<file path="config.mk">
export PLATFORM = sky130hd
export DESIGN_NAME = key_filter
export DESIGN_NICKNAME = d
export VERILOG_FILES = /design/src/rtl/key_filter.sv
export SDC_FILE = /design/constraint.sdc
export NUM_CORES = 1
export LEC_CHECK = 0
export ABC_AREA = 1
export CELL_PAD_IN_SITES_DETAIL_PLACEMENT = 1
export CELL_PAD_IN_SITES_GLOBAL_PLACEMENT = 2
export CORE_ASPECT_RATIO = 2
export CORE_MARGIN = 3
export CORE_UTILIZATION = 37
export DETAILED_ROUTE_END_ITERATION = 6
export PLACE_DENSITY = 0.89
export SLEW_MARGIN = 20
export SYNTH_ARGS = -nofsm -noshare
export SYNTH_HDL_FRONTEND = slang
export SYNTH_SLANG_ARGS = --single-unit
</file>
<file path="constraint.sdc">
create_clock -name sys_clk -period 2.7 [get_ports sys_clk]
set_clock_uncertainty 0.2 [all_clocks]
set_input_delay 0.27 -clock sys_clk [delete_from_list [all_inputs] [get_ports sys_clk]]
set_output_delay 0.27 -clock sys_clk [all_outputs]
set_load 0.05 [all_outputs]
</file>
<file path="src/rtl/key_filter.sv">
// Multi-channel push-button conditioner: two-flop synchroniser, per-key debounce FSM,
// registered pressed level plus one-cycle press / release / long-press pulses.
module key_filter #(
    parameter int KEY_NUM  = 4,
    parameter int DB_CYC   = 1_000_000,
    parameter int LONG_CYC = 50_000_000
) (
    input  logic               sys_clk,
    input  logic               rst_n,
    input  logic [KEY_NUM-1:0] key_n,
    output logic [KEY_NUM-1:0] key_state,
    output logic [KEY_NUM-1:0] key_press,
    output logic [KEY_NUM-1:0] key_release,
    output logic [KEY_NUM-1:0] key_long
);

    localparam int DB_W = $clog2(DB_CYC);
    localparam int LP_W = $clog2(LONG_CYC);
    localparam logic [DB_W-1:0] DB_MAX = DB_W'(DB_CYC - 1);
    localparam logic [LP_W-1:0] LP_MAX = LP_W'(LONG_CYC - 1);

    typedef enum logic [1:0] {IDLE, PRESS_WAIT, PRESSED, RELEASE_WAIT} state_t;

    logic [KEY_NUM-1:0] sync_p0;
    logic [KEY_NUM-1:0] k_s;

    // Synchroniser stage: pins are inverted so 1 means pressed from here on
    always_ff @(posedge sys_clk or negedge rst_n) begin
        if (!rst_n) begin
            sync_p0 <= '0;
            k_s     <= '0;
        end else begin
            sync_p0 <= ~key_n;
            k_s     <= sync_p0;
        end
    end

    for (genvar i = 0; i < KEY_NUM; i++) begin : g_key
        state_t          state, state_nxt;
        logic [DB_W-1:0] db_cnt, db_cnt_nxt;
        logic [LP_W-1:0] lp_cnt, lp_cnt_nxt;
        logic            long_done, long_done_nxt;
        logic            level_q, level_nxt;
        logic            press_q, press_nxt;
        logic            release_q, release_nxt;
        logic            long_q, long_nxt;

        always_ff @(posedge sys_clk or negedge rst_n) begin
            if (!rst_n) begin
                state     <= IDLE;
                db_cnt    <= '0;
                lp_cnt    <= '0;
                long_done <= 1'b0;
                level_q   <= 1'b0;
                press_q   <= 1'b0;
                release_q <= 1'b0;
                long_q    <= 1'b0;
            end else begin
                state     <= state_nxt;
                db_cnt    <= db_cnt_nxt;
                lp_cnt    <= lp_cnt_nxt;
                long_done <= long_done_nxt;
                level_q   <= level_nxt;
                press_q   <= press_nxt;
                release_q <= release_nxt;
                long_q    <= long_nxt;
            end
        end

        always_comb begin
            state_nxt     = state;
            db_cnt_nxt    = db_cnt;
            lp_cnt_nxt    = lp_cnt;
            long_done_nxt = long_done;
            level_nxt     = level_q;
            press_nxt     = 1'b0;
            release_nxt   = 1'b0;
            long_nxt      = 1'b0;

            // Hold timer runs through release bounce so a glitch never restarts it
            if (state == PRESSED || state == RELEASE_WAIT) begin
                if (lp_cnt != LP_MAX) begin
                    lp_cnt_nxt = lp_cnt + LP_W'(1);
                end else if (!long_done) begin
                    long_nxt      = 1'b1;
                    long_done_nxt = 1'b1;
                end
            end

            unique case (state)
                IDLE: begin
                    if (k_s[i]) begin
                        state_nxt  = PRESS_WAIT;
                        db_cnt_nxt = '0;
                    end
                end
                PRESS_WAIT: begin
                    if (!k_s[i]) begin
                        state_nxt = IDLE;
                    end else if (db_cnt == DB_MAX) begin
                        state_nxt     = PRESSED;
                        level_nxt     = 1'b1;
                        press_nxt     = 1'b1;
                        lp_cnt_nxt    = '0;
                        long_done_nxt = 1'b0;
                    end else begin
                        db_cnt_nxt = db_cnt + DB_W'(1);
                    end
                end
                PRESSED: begin
                    if (!k_s[i]) begin
                        state_nxt  = RELEASE_WAIT;
                        db_cnt_nxt = '0;
                    end
                end
                RELEASE_WAIT: begin
                    if (k_s[i]) begin
                        state_nxt = PRESSED;
                    end else if (db_cnt == DB_MAX) begin
                        state_nxt   = IDLE;
                        level_nxt   = 1'b0;
                        release_nxt = 1'b1;
                    end else begin
                        db_cnt_nxt = db_cnt + DB_W'(1);
                    end
                end
                default: state_nxt = IDLE;
            endcase
        end

        assign key_state[i]   = level_q;
        assign key_press[i]   = press_q;
        assign key_release[i] = release_q;
        assign key_long[i]    = long_q;
    end

endmodule

</file>
; Yosys cells after proc, flatten, opt, wreduce, memory -nomap -nowiden
; Cells that the tools add are included.
[op_classes]
n_mux = 144
n_reduce_logical = 24
n_eq_ne = 52
n_addsub = 8
n_bitwise = 1
[ops]
columns = cell, n
row1 = two-way mux 26 bit, 20
row2 = two-way mux 20 bit, 20
row3 = case mux 20 bit (4 select lines), 4
row4 = adder 26 x 1 -> 26 bit (second input constant), 4
row5 = != test 26 bit (second input constant), 4
row6 = adder 20 x 1 -> 20 bit (second input constant), 4
row7 = == test 20 bit (second input constant), 4
row8 = two-way mux 1 bit, 68
row9 = two-way mux 2 bit, 24
row10 = != test 2 bit (second input constant), 20
row11 = case mux 2 bit (4 select lines), 4
row12 = AND reduction 4 bit, 8
row13 = AND reduction 5 bit, 4
row14 = == test 2 bit (second input constant), 8
row15 = != test 3 x 2 -> 1 bit (second input constant), 4
row16 = != test 3 bit (second input constant), 4
row17 = == test 2 x 1 -> 1 bit (second input constant), 4
row18 = logical NOT 2 bit, 4
row19 = != test 2 x 1 -> 1 bit (second input constant), 4
row20 = case mux 1 bit (2 select lines), 4
row21 = nonzero test 2 bit, 4
row22 = logical OR 1 bit, 4
row23 = NOT 4 bit, 1
[totals]
register_bits = 220

; Longest topological paths before layout
[logic_depth]
depth_word = 6
depth_mapped = 12

; Worst setup path after synthesis
; OpenSTA, ideal clock, no wires.
[synth_path]
kind = reg2reg
startpoint = register g_key[2].db_cnt[0]
endpoint = register g_key[2].lp_cnt[7]
stages_incl_launch_ff = 10
arrival_ns = 1.531
setup_time_ns = 0.123
n_path_buf = 1
setup_slack_ns = 0.846
cell_sequence = dfrtp_1 ha_1 nand3_4 nor2_4 inv_2 nor2_4 nand4_2 inv_1 buf_6 nor3_1
[synth_between]
elab_chain_len = 4
[synth_rtl]
columns = element, line
row1 = from (decl), 40  ; logic [DB_W-1:0] db_cnt, db_cnt_nxt;
row2 = from (signal assigned), 60  ; db_cnt <= db_cnt_nxt;
row3 = == test 20 bit, 100  ; end else if (db_cnt == DB_MAX) begin
row4 = two-way mux 26 bit, 100
row5 = two-way mux 26 bit, 98  ; if (!k_s[i]) begin
row6 = two-way mux 26 bit, 90  ; unique case (state)
row7 = via g_key[2].lp_cnt_nxt[7], 41  ; logic [LP_W-1:0] lp_cnt, lp_cnt_nxt;
row8 = to (signal assigned), 61  ; lp_cnt <= lp_cnt_nxt;
row9 = to (decl), 41
; The timed path passes the listed nets, and every way through them passes these cells.
; A chain may end at the register's enable or synchronous reset.

; Worst setup path after layout
[layout_path]
startpoint = register g_key[1].db_cnt[0]
endpoint = register g_key[1].db_cnt[19]
[layout_between]
elab_chain_len = 4
elab_cells_between_ends = 6
cone_classes = add/sub (1) / eq/ne (1) / mux (4)
[layout_rtl]
columns = element, line
row1 = from (decl), 40
row2 = from (signal assigned), 60
row3 = adder 20 x 1 -> 20 bit or == test 20 bit (tied branches), -
row4 = two-way mux 20 bit (*), "100, 119"
row5 = two-way mux 20 bit (on tied branches), "117, 98"
row6 = case mux 20 bit (4 select lines) (*), 90
; Every way passes the cells marked *; elsewhere a longest branch is shown, timed or not. The select of a mux whose other input is x is not followed.

==> run_results.csv <==
group,metric,value,unit
run_status,status,"complete, no violations",
layout,final_cell_mix,"494 x nand2_1, 293 x nor2_1, 226 x inv_1",
clock_tree,clk_path_buf_depth,3,
setup_path,reg2reg_to,"g_key[1].db_cnt[19]",
yosys,syn_area,13600,um^2
power,p_sw_frac,0.240,
route,postRouteAntennaNets,0,
clock_tree,clk_pin_slew,0.07,ns
yosys,yosysTopAreaCell,"dfrtp_1",
clock_tree,cts_repair_resize_count,0,
placed_design,post_dp_cell_area,14200,um^2
power,combPwrFrac,0.033,
floorplan,start_util,0.377,
placed_design,placedCellCount,2375,
timing,drv_slew,0,
yosys,ys_seq_area_frac,0.405,
setup_path,arrival,2.48,ns
clock_tree,cts_tree,"built",
timing,relSlewSlack,0.455,
timing,rsz0062_at_grt,"false",
timing,period_needed,2.26,ns
route,post_drt_wl_per_cell,17.6,um
floorplan,die_y,277,um
layout,areaGrowthSynthToFinish,10.8,%
route,drt-total-wl,42.7,mm
layout,nets,1968,
route,drt-initial-drc-count,432,
grt,overflow,0,
setup_path,r2r_start,"g_key[1].db_cnt[0]",
setup_path,end_kind,"register",
timing,worst_pin_slew,0.811,ns
hold_path,hold_path_class,"in2async",
placed_design,hpwl,32.8,mm
power,internal_power,5.49,mW
clock_tree,holdBufCountCts,3,
layout,drive_above_1_share,0.0720,
yosys,yosys-top-cells-area,"dfrtp_1 41%, nand2_1 14%, nor2_1 8.1%",
timing,timing.hold.ws,0.0372,ns
power,p_switching,1.73,mW
yosys,ys_warn_count,0,
grt,grt_pass1_vias,14100,
power,p_leak,6.71,nW
layout,final-instance-count-excl-fill,2422,
setup_path,cp.required,2.92,ns
clock_tree,cts_sinks,220,
power,peakVddDrop,511,uV
clock_tree,cts-buffers-inserted,24,
clock_tree,htreeDepth,1,
layout,final_common_cell,"nand2_1",
floorplan,die_w,141,um
yosys,synth_cell_types,47,
placed_design,place.gp.congestion,0.898,
floorplan,ios,22,
timing,hold_viol,0,
grt,antenna_found_initial,0,
floorplan,coreArea,36000,um^2
timing,fmax,0.442,GHz
floorplan,die_area,39200,um^2
grt,grt_max_degree,56,
timing,fin_setup_tns,0,ns
power,p_clk_frac,0.502,
yosys,synth_edf_count,0,
route,vias,12900,
power,powerDensity,480,nW/um^2
yosys,async_flop_share,1.00,
timing,period_share,0.839,
setup_path,path_class,"reg2reg",
placed_design,port_buffers,21,
layout,stdcell_area,15000,um^2
yosys,ys.flop_type,"dfrtp_1",
yosys,synth_top_cell_area_share,0.405,
clock_tree,cts_setup_buffers,0,
timing,setup-violations-final,0,
grt,grt_pass1_wl,70.6,mm
route,drc,0,
setup_path,ff2ff_setup_slack,0.44,ns
setup_path,start_kind,"register",
yosys,syn_nets,1954,
route,via_per_inst,5.34,
grt,grt_usage,0.220,
clock_tree,clk_latency,0.54,ns
layout,antenna_cells,0,
setup_path,rr_worst_depth,7,
route,drt-pass1-iter-count,4,
yosys,syn_avg_cell_area,7.00,um^2
floorplan,rows,98,
clock_tree,cts_root_buf,"clkbuf_16",
setup_path,path_max_fanout,19,
flow_run,maxCapViolCount,0,
power,sequentialPowerShare,0.466,
yosys,ys_seq_elements,220,
yosys,synthCells,1940,
==> how the worst max path moves through the flow <==
stage                                   from                  end  slack (ns)  cells past startpoint
after floorplan           g_key[2].db_cnt[0]   g_key[2].lp_cnt[7]        0.85                      9
after global placement    g_key[1].db_cnt[0]  g_key[1].db_cnt[11]        0.55                      7
after detailed placement  g_key[1].db_cnt[0]  g_key[1].db_cnt[19]        0.45                      7
after CTS                 g_key[2].db_cnt[0]   g_key[2].lp_cnt[4]        0.42                      8
after global routing      g_key[3].db_cnt[0]  g_key[3].db_cnt[18]        0.23                      9
final                     g_key[1].db_cnt[0]  g_key[1].db_cnt[19]        0.44                      7
==> cell usage after synthesis, types with 2 or more instances <==
cell type / count
xor2_1: 26
and3_1: 2
ha_1: 8
buf_4: 21
nand4_1: 89
o21ai_0: 98
inv_1: 226
nand3_2: 8
clkbuf_1: 4
inv_2: 12
xnor2_1: 8
nor2_2: 14
a31oi_1: 2
nor3_2: 2
buf_6: 7
nor3_1: 73
nand2_1: 494
or2_2: 7
nand3b_1: 9
buf_1: 4
nand2_2: 7
o31ai_1: 4
o21a_1: 2
buf_2: 18
nor2_1: 293
o21ai_1: 11
nor3b_1: 4
o21ai_2: 2
dfrtp_1: 220
a21oi_1: 47
nand3_4: 5
a31o_2: 5
nor2_4: 8
o21bai_1: 6
nand3_1: 180
nand2_4: 3
==> final cells by class <==
| class | instances | area, um^2 |
|---|---|---|
| inverters | 239 | 900 |
| multi-input cells | 1426 | 6820 |
| repair buffers | 43 | 413 |
| fillers | 4632 | 21000 |
| clock inverters | 17 | 205 |
| well taps | 450 | 563 |
| clock buffers | 27 | 643 |
| flip-flops and latches | 220 | 5510 |
==> layer usage <==
| layer | track usage | vias to the layer above | share of wire |
|---|---|---|---|
| met4 | 0.113 | 0 | 0.054 |
| met5 | 0 | - | 0 |
| li1 | - | 6298 | - |
| met1 | 0.209 | 6318 | 0.34 |
| met3 | 0.0197 | 131 | 0.020 |
| met2 | 0.449 | 179 | 0.58 |
==> state kept, by name, indices dropped and copies added, names as in the netlist, named ones only <==
register and flops:
k_s 4, g_key.release_q 4, g_key.db_cnt 80, sync_p0 4
g_key.long_done 4, g_key.state 4, g_key.lp_cnt 104, g_key.press_q 4
g_key.long_q 4, g_key.level_q 4
==> per-stage QoR <==
stage,util,power (mW),setup slack [ns]
floorplan,-,3.53,0.846
global placement,0.393,3.65,0.547
detailed placement,0.393,3.66,0.448
CTS,0.417,7.38,0.425
global route,0.417,7.53,0.225
finish,0.417,7.22,0.435
==> cells by family (layout without fill, tap and decap cells) <==
group,Yosys count,count (layout),share of synthesized area
DFF,220,220,0.405
and+or+nand+nor,1203,1203,0.401
AOI/OAI and AO/OA,181,181,0.0719
adders and majority gates,8,8,0.00737
xor gates and xnor gates,34,34,0.0219
buffers and inverters,294,326,0.0928
==> power groups by stage <==
stage	registers, mW	logic [mW]	clock network [mW]
6_report	3.36	0.235	3.62
3_5_place_dp	3.42	0.238	0
2_1_floorplan	3.41	0.115	0
4_1_cts	3.36	0.244	3.78
3_3_place_gp	3.42	0.231	0
5_1_grt	3.37	0.271	3.89
==> critical path: stages, from the launching register on <==
cell and delay, ns:
dfrtp_1 0.42, ha_1 0.36, nand3_4 0.15, nor2_4 0.20
nand3_4 0.14, nand2_2 0.30, buf_4 0.26, o21ai_0 0.12
Note: power is estimated with default switching activity, not from simulation.
